File: src/rtl/id_ex_stage_reg.sv
// ---------------------------------------------------------------------------
// id_ex_stage_reg -- ID/EX pipeline register of the 5-stage MIPS core.
//
// Captures the decoder control bundle and ID operands and presents them to EX
// one cycle later. Detects load-use hazards against the instruction currently
// in EX and inserts a single bubble for each one. It also honours an EX hold
// (multicycle MUL) and a branch/jump flush.
//
// Optional feature (macro IDEX_BUBBLE_CNT_EN): a saturating counter of the
// bubbles inserted by flush or load-use. Without the macro, bubble_cnt is
// tied to zero and no counter flops exist.
//
// Ports:
//   clk, rst_n        clock, asynchronous active-low reset
//   id_valid          ID holds a real instruction
//   id_<ctrl>/aluop   decoder controls
//   id_rd1/rd2/imm/pc4  operands, DATA_W bits each
//   id_rs/rt/rd       register specifiers
//   ex_hold           EX cannot accept a new instruction
//   flush             kill the ID instruction
//   ex_*              registered copy of the above, plus ex_valid
//   id_stall          combinational: freeze PC and IF/ID
//   load_use          combinational: load-use hazard detected
//   bubble_cnt        counted bubbles (optional feature)
// ---------------------------------------------------------------------------
module id_ex_stage_reg #(
  parameter int DATA_W = 32,
  parameter int REG_AW = 5,
  parameter int CNT_W  = 16
) (
  input  logic              clk,
  input  logic              rst_n,
  input  logic              id_valid,
  input  logic              id_regwrite,
  input  logic              id_regdst,
  input  logic              id_alusrc,
  input  logic              id_branch,
  input  logic              id_memwrite,
  input  logic              id_memtoreg,
  input  logic              id_jump,
  input  logic [1:0]        id_aluop,
  input  logic [DATA_W-1:0] id_rd1,
  input  logic [DATA_W-1:0] id_rd2,
  input  logic [DATA_W-1:0] id_imm,
  input  logic [DATA_W-1:0] id_pc4,
  input  logic [REG_AW-1:0] id_rs,
  input  logic [REG_AW-1:0] id_rt,
  input  logic [REG_AW-1:0] id_rd,
  input  logic              ex_hold,
  input  logic              flush,
  output logic              ex_valid,
  output logic              ex_regwrite,
  output logic              ex_regdst,
  output logic              ex_alusrc,
  output logic              ex_branch,
  output logic              ex_memwrite,
  output logic              ex_memtoreg,
  output logic              ex_jump,
  output logic [1:0]        ex_aluop,
  output logic [DATA_W-1:0] ex_rd1,
  output logic [DATA_W-1:0] ex_rd2,
  output logic [DATA_W-1:0] ex_imm,
  output logic [DATA_W-1:0] ex_pc4,
  output logic [REG_AW-1:0] ex_rs,
  output logic [REG_AW-1:0] ex_rt,
  output logic [REG_AW-1:0] ex_rd,
  output logic              id_stall,
  output logic              load_use,
  output logic [CNT_W-1:0]  bubble_cnt
);

  typedef struct packed {
    logic              valid;
    logic              regwrite;
    logic              regdst;
    logic              alusrc;
    logic              branch;
    logic              memwrite;
    logic              memtoreg;
    logic              jump;
    logic [1:0]        aluop;
    logic [DATA_W-1:0] rd1;
    logic [DATA_W-1:0] rd2;
    logic [DATA_W-1:0] imm;
    logic [DATA_W-1:0] pc4;
    logic [REG_AW-1:0] rs;
    logic [REG_AW-1:0] rt;
    logic [REG_AW-1:0] rd;
  } ex_regs_t;

  ex_regs_t          ex_q;
  ex_regs_t          ex_d;
  ex_regs_t          id_s;
  logic [REG_AW-1:0] ex_dest_s;
  logic              uses_rs_s;
  logic              uses_rt_s;
  logic              load_use_s;

  // Gate the decoder bundle with id_valid so X from an illegal opcode never reaches EX
  always_comb begin
    id_s = '0;
    if (id_valid) begin
      id_s.valid    = 1'b1;
      id_s.regwrite = id_regwrite;
      id_s.regdst   = id_regdst;
      id_s.alusrc   = id_alusrc;
      id_s.branch   = id_branch;
      id_s.memwrite = id_memwrite;
      id_s.memtoreg = id_memtoreg;
      id_s.jump     = id_jump;
      id_s.aluop    = id_aluop;
      id_s.rd1      = id_rd1;
      id_s.rd2      = id_rd2;
      id_s.imm      = id_imm;
      id_s.pc4      = id_pc4;
      id_s.rs       = id_rs;
      id_s.rt       = id_rt;
      id_s.rd       = id_rd;
    end else begin
      id_s = '0;
    end
  end

  // Load-use detection against the load currently sitting in EX
  always_comb begin
    ex_dest_s  = ex_q.regdst ? ex_q.rd : ex_q.rt;
    uses_rs_s  = ~id_jump;
    // Stores read rt as data even though the ALU takes the immediate
    uses_rt_s  = (~id_alusrc & ~id_jump) | id_memwrite;
    load_use_s = ex_q.valid & ex_q.memtoreg & ex_q.regwrite &
                 (ex_dest_s != {REG_AW{1'b0}}) & id_valid &
                 ((uses_rs_s & (ex_dest_s == id_rs)) |
                  (uses_rt_s & (ex_dest_s == id_rt)));
  end

  // Next-state selection: hold, then bubble (flush/load-use), then ID capture
  always_comb begin
    ex_d = ex_q;
    if (ex_hold) begin
      ex_d = ex_q;
    end else if (flush | load_use_s) begin
      ex_d = '0;
    end else begin
      ex_d = id_s;  // already a bubble when id_valid is low
    end
  end

  // ID/EX state register
  always_ff @(posedge clk or negedge rst_n) begin
    if (!rst_n) begin
      ex_q <= '0;
    end else begin
      ex_q <= ex_d;
    end
  end

`ifdef IDEX_BUBBLE_CNT_EN
  logic [CNT_W-1:0] cnt_q;
  logic [CNT_W-1:0] cnt_d;
  logic             cnt_inc_s;

  // Saturating count of hazard/flush bubbles; id_valid=0 bubbles are excluded
  always_comb begin
    cnt_d     = cnt_q;
    cnt_inc_s = ~ex_hold & (flush | load_use_s);
    if (cnt_inc_s && (cnt_q != {CNT_W{1'b1}})) begin
      cnt_d = cnt_q + {{(CNT_W-1){1'b0}}, 1'b1};
    end else begin
      cnt_d = cnt_q;
    end
  end

  // Bubble counter register, cleared only by reset
  always_ff @(posedge clk or negedge rst_n) begin
    if (!rst_n) begin
      cnt_q <= {CNT_W{1'b0}};
    end else begin
      cnt_q <= cnt_d;
    end
  end

  assign bubble_cnt = cnt_q;
`else
  assign bubble_cnt = {CNT_W{1'b0}};
`endif

  assign ex_valid    = ex_q.valid;
  assign ex_regwrite = ex_q.regwrite;
  assign ex_regdst   = ex_q.regdst;
  assign ex_alusrc   = ex_q.alusrc;
  assign ex_branch   = ex_q.branch;
  assign ex_memwrite = ex_q.memwrite;
  assign ex_memtoreg = ex_q.memtoreg;
  assign ex_jump     = ex_q.jump;
  assign ex_aluop    = ex_q.aluop;
  assign ex_rd1      = ex_q.rd1;
  assign ex_rd2      = ex_q.rd2;
  assign ex_imm      = ex_q.imm;
  assign ex_pc4      = ex_q.pc4;
  assign ex_rs       = ex_q.rs;
  assign ex_rt       = ex_q.rt;
  assign ex_rd       = ex_q.rd;
  assign load_use    = load_use_s;
  assign id_stall    = load_use_s | ex_hold;

endmodule
File: config.mk
export PLATFORM = sky130hd
export DESIGN_NAME = id_ex_stage_reg
export DESIGN_NICKNAME = d
export VERILOG_FILES = /design/src/rtl/id_ex_stage_reg.sv
export SDC_FILE = /design/constraint.sdc
export NUM_CORES = 1
export LEC_CHECK = 0
export CAP_MARGIN = 10
export CORE_AREA = 2 2 127 129
export DETAILED_ROUTE_END_ITERATION = 16
export DIE_AREA = 0 0 129 131
export HOLD_SLACK_MARGIN = 0.03
export PLACE_DENSITY = 0.8
export SETUP_SLACK_MARGIN = 0.4
export SLEW_MARGIN = 20
export SYNTH_ARGS = -nofsm -noshare
export SYNTH_HDL_FRONTEND = slang
export SYNTH_SLANG_ARGS = --single-unit
File: constraint.sdc
create_clock -name clk -period 4.8 [get_ports clk]
set_input_delay 0.96 -clock clk [delete_from_list [all_inputs] [get_ports clk]]
set_output_delay 0.96 -clock clk [all_outputs]
set_load 0.005 [all_outputs]
==> flow_summary.toml <==
[global_routing]
grt_pass1_wl_um = 27610
grt_max_degree = 92
grt.overflow.total = 0
grt_util_all_layers = 0.2127
grt_pass1_vias = 5161
antenna_found_initial = 2

[hold_path]
whs_path_depth = 1
hold_path_class = "reg2reg"
hp-start = "ex_rd2[27]"
hold_end = "ex_rd2[27]"

[power_and_ir_drop]
p_clk_frac = 0.426
p_switching_mw = 0.6978
p_leak_nw = 3.999
internal_power_mw = 2.560
p_seq_frac = 0.432
comb_power_share = 0.142
vdd_drop_max_v = 0.0002401
switching_share = 0.2142
powerDensity_mw_per_mm2 = 333.3

[yosys]
ys.flop_type = "dfrtp_1"
syn-cell-area_mm2 = 0.006022
syn_area_per_cell_um2 = 14.69
yosysTopAreaCellShare = 0.6358
yosysWarnings = 0
synth.most_common_cell = "dfrtp_1"
synth-edff-count = 0
synth-seq-cells = 153
synthArstFlopShare = 1.000
synth_cells = 410
synth_area_leaders = "dfrtp_1, a32o_1, clkbuf_1"
synth.top_cells.by_count = "dfrtp_1, a32o_1, clkbuf_1"
yosysUniqueCellTypes = 23
ys_seq_area_frac = 0.6358
yosysTopAreaCell = "dfrtp_1"

[floorplanning]
die_y_um = 131
chipWidth_um = 129
fp.coreArea_mm2 = 0.01560
die-area_mm2 = 0.01690
pin_count = 328
row_count = 46
start_util = 0.3861

[critical_path]
worstSetupPathType = "in2out"
end_kind = "primary output"
rr_worst_depth = 7
critical_path.top_delay_family = "buffers and inverters"
required_ns = 3.84
cp_slowest_cell = "clkdlybuf4s50_1"
reg2reg_setup_slack_ns = 1.36
r2r_start = "ex_regdst"
crit_path_max_fanout = 3
cp-start-kind = "input pin"
path_common_cell = "clkdlybuf4s50_1"
cp.arrival_ns = 2.75
slowest_delay_ns = 0.55
path_cells = "clkdlybuf4s50_1 > nand4_1 > nor4_1 > a22oi_2 > nand2b_1 > clkdlybuf4s50_1"
r2r-end = "ex_pc4[11]"
critPathBufInv = 2

[finish]
final_core_util = 0.6266
fillCellCount = 1184
drive_gt1_frac = 0.05941
fin_nets = 852
syn_to_final_growth_pct = 62.29

[placement]
port_buffers = 311
place.gp.congestion = 0.7897
dp_hpwl_um = 13050

[timing]
setup_violations = 0
hold_violations = 0
slew_violations = 0
rsz0062_at_grt = "false"
max_freq_mhz = 269.6
finalCritPeriodShare = 0.7727
post-route-min-period_ns = 3.709
tns_ns = 0
fin_skew_ns = 0.005881
max_slew_margin = 0.3514
worst_pin_slew_ns = 0.9729

[cts]
ctsResizeCount = 0
root_buffer = "clkbuf_16"
cts_inserted_buffers = 17
insertion_delay_ns = 0.40
postCtsHoldBufs = 0
cts.reportedPaths.clkPinSlew_ns = 0.06
cts_tree = "yes"
htreeDepth = 4
clock_sinks = 153
post-cts-setup-buffer-count = 0
cts_max_path_buffers = 2

[routing]
drc = 0
vias = 5122
wire_per_inst_um = 20.20
initialDrtViolationCount = 293
routed_via_density = 5.543
wl_um = 18660
ant_nets = 0
dr.pass1.iters = 5

[run]
maxCapViolCount = 0

[run_status]
status = "complete, no violations"
state kept, by name, indices dropped and copies added, names as in the netlist, 2 cells and up:
name / cells
ex_rd1: 32
ex_pc4: 32
ex_rs: 5
ex_rt: 5
ex_aluop: 2
ex_rd: 5
ex_imm: 32
ex_rd2: 32
cells by family after synthesis:
kind of cell,synth area share
buffers and inverters,0.06192
multiplexers,0.008311
AO/OA/AOI/OAI,0.2589
other,0.0006227
flip-flops,0.6358
AND/OR/NAND/NOR,0.01995
XOR/XNOR,0.01454
stage by stage:
stage	instance area, µm²	hold WS (ns)	setup slack [ns]	instances	total power [mW]
floorplan	6078	0.4893	2.004	425	1.562
global placement	9145	0.4735	1.046	892	1.880
detailed placement	9145	0.4798	0.9684	892	1.896
CTS	9771	0.4926	1.039	923	3.299
global route	9773	0.5024	0.8791	924	3.400
finish	9773	0.4870	1.091	924	3.258
placed cells by master, fill, tap and decap left out, drive strengths merged:
cell,count
a22o,2
a22oi,1
a32o,152
buf,9
bufinv,3
clkbuf,25
clkdlybuf4s50,309
clkinv,1
clkinvlp,2
conb,16
dfrtp,153
diode,1
mux2i,5
nand2,1
nand2b,1
nand3,1
nand4,1
nand4b,1
nor2,4
nor3b,1
nor4,6
nor4b,2
o21bai,1
xnor2,10
routing by layer:
metal / part of all wire / global-route usage / up-vias
met5: 0.00070 / 0 / -
met4: 0.020 / 0.07737 / 2
met3: 0.089 / 0.07736 / 29
met2: 0.51 / 0.3747 / 254
met1: 0.38 / 0.2382 / 2602
li1: - / - / 2235
power groups by stage:
| stage | Clock, mW | Sequential, mW | Combinational, mW |
|---|---|---|---|
| floorplan | 0 | 1.43 | 0.133 |
| global placement | 0 | 1.43 | 0.454 |
| detailed placement | 0 | 1.43 | 0.466 |
| CTS | 1.42 | 1.41 | 0.468 |
| global route | 1.49 | 1.42 | 0.498 |
| finish | 1.39 | 1.41 | 0.463 |
worst max path at each step:
stage                            from          to  slack, ns  cells past startpoint
after floorplan           id_memwrite    id_stall       2.00                      5
after global placement       id_valid    id_stall       1.05                      6
after detailed placement     id_rt[3]  ex_pc4[11]       0.97                      7
after CTS                    id_valid    id_stall       1.04                      6
after global routing         id_valid    id_stall       0.88                      6
final                        id_valid    id_stall       1.09                      6
final cells by class:
type | count | area [µm²] | share of cell area
clock buffers | 25 | 515.5 | 0.05275
flip-flops and latches | 153 | 3829 | 0.3918
well taps | 216 | 270.3 | 0.02765
diodes | 1 | 2.502 | 0.0002560
clock inverters | 6 | 110.1 | 0.01127
multi-input cells | 205 | 1882 | 0.1925
repair buffers | 318 | 3164 | 0.3238
Note: power is estimated with default switching activity, not from simulation.
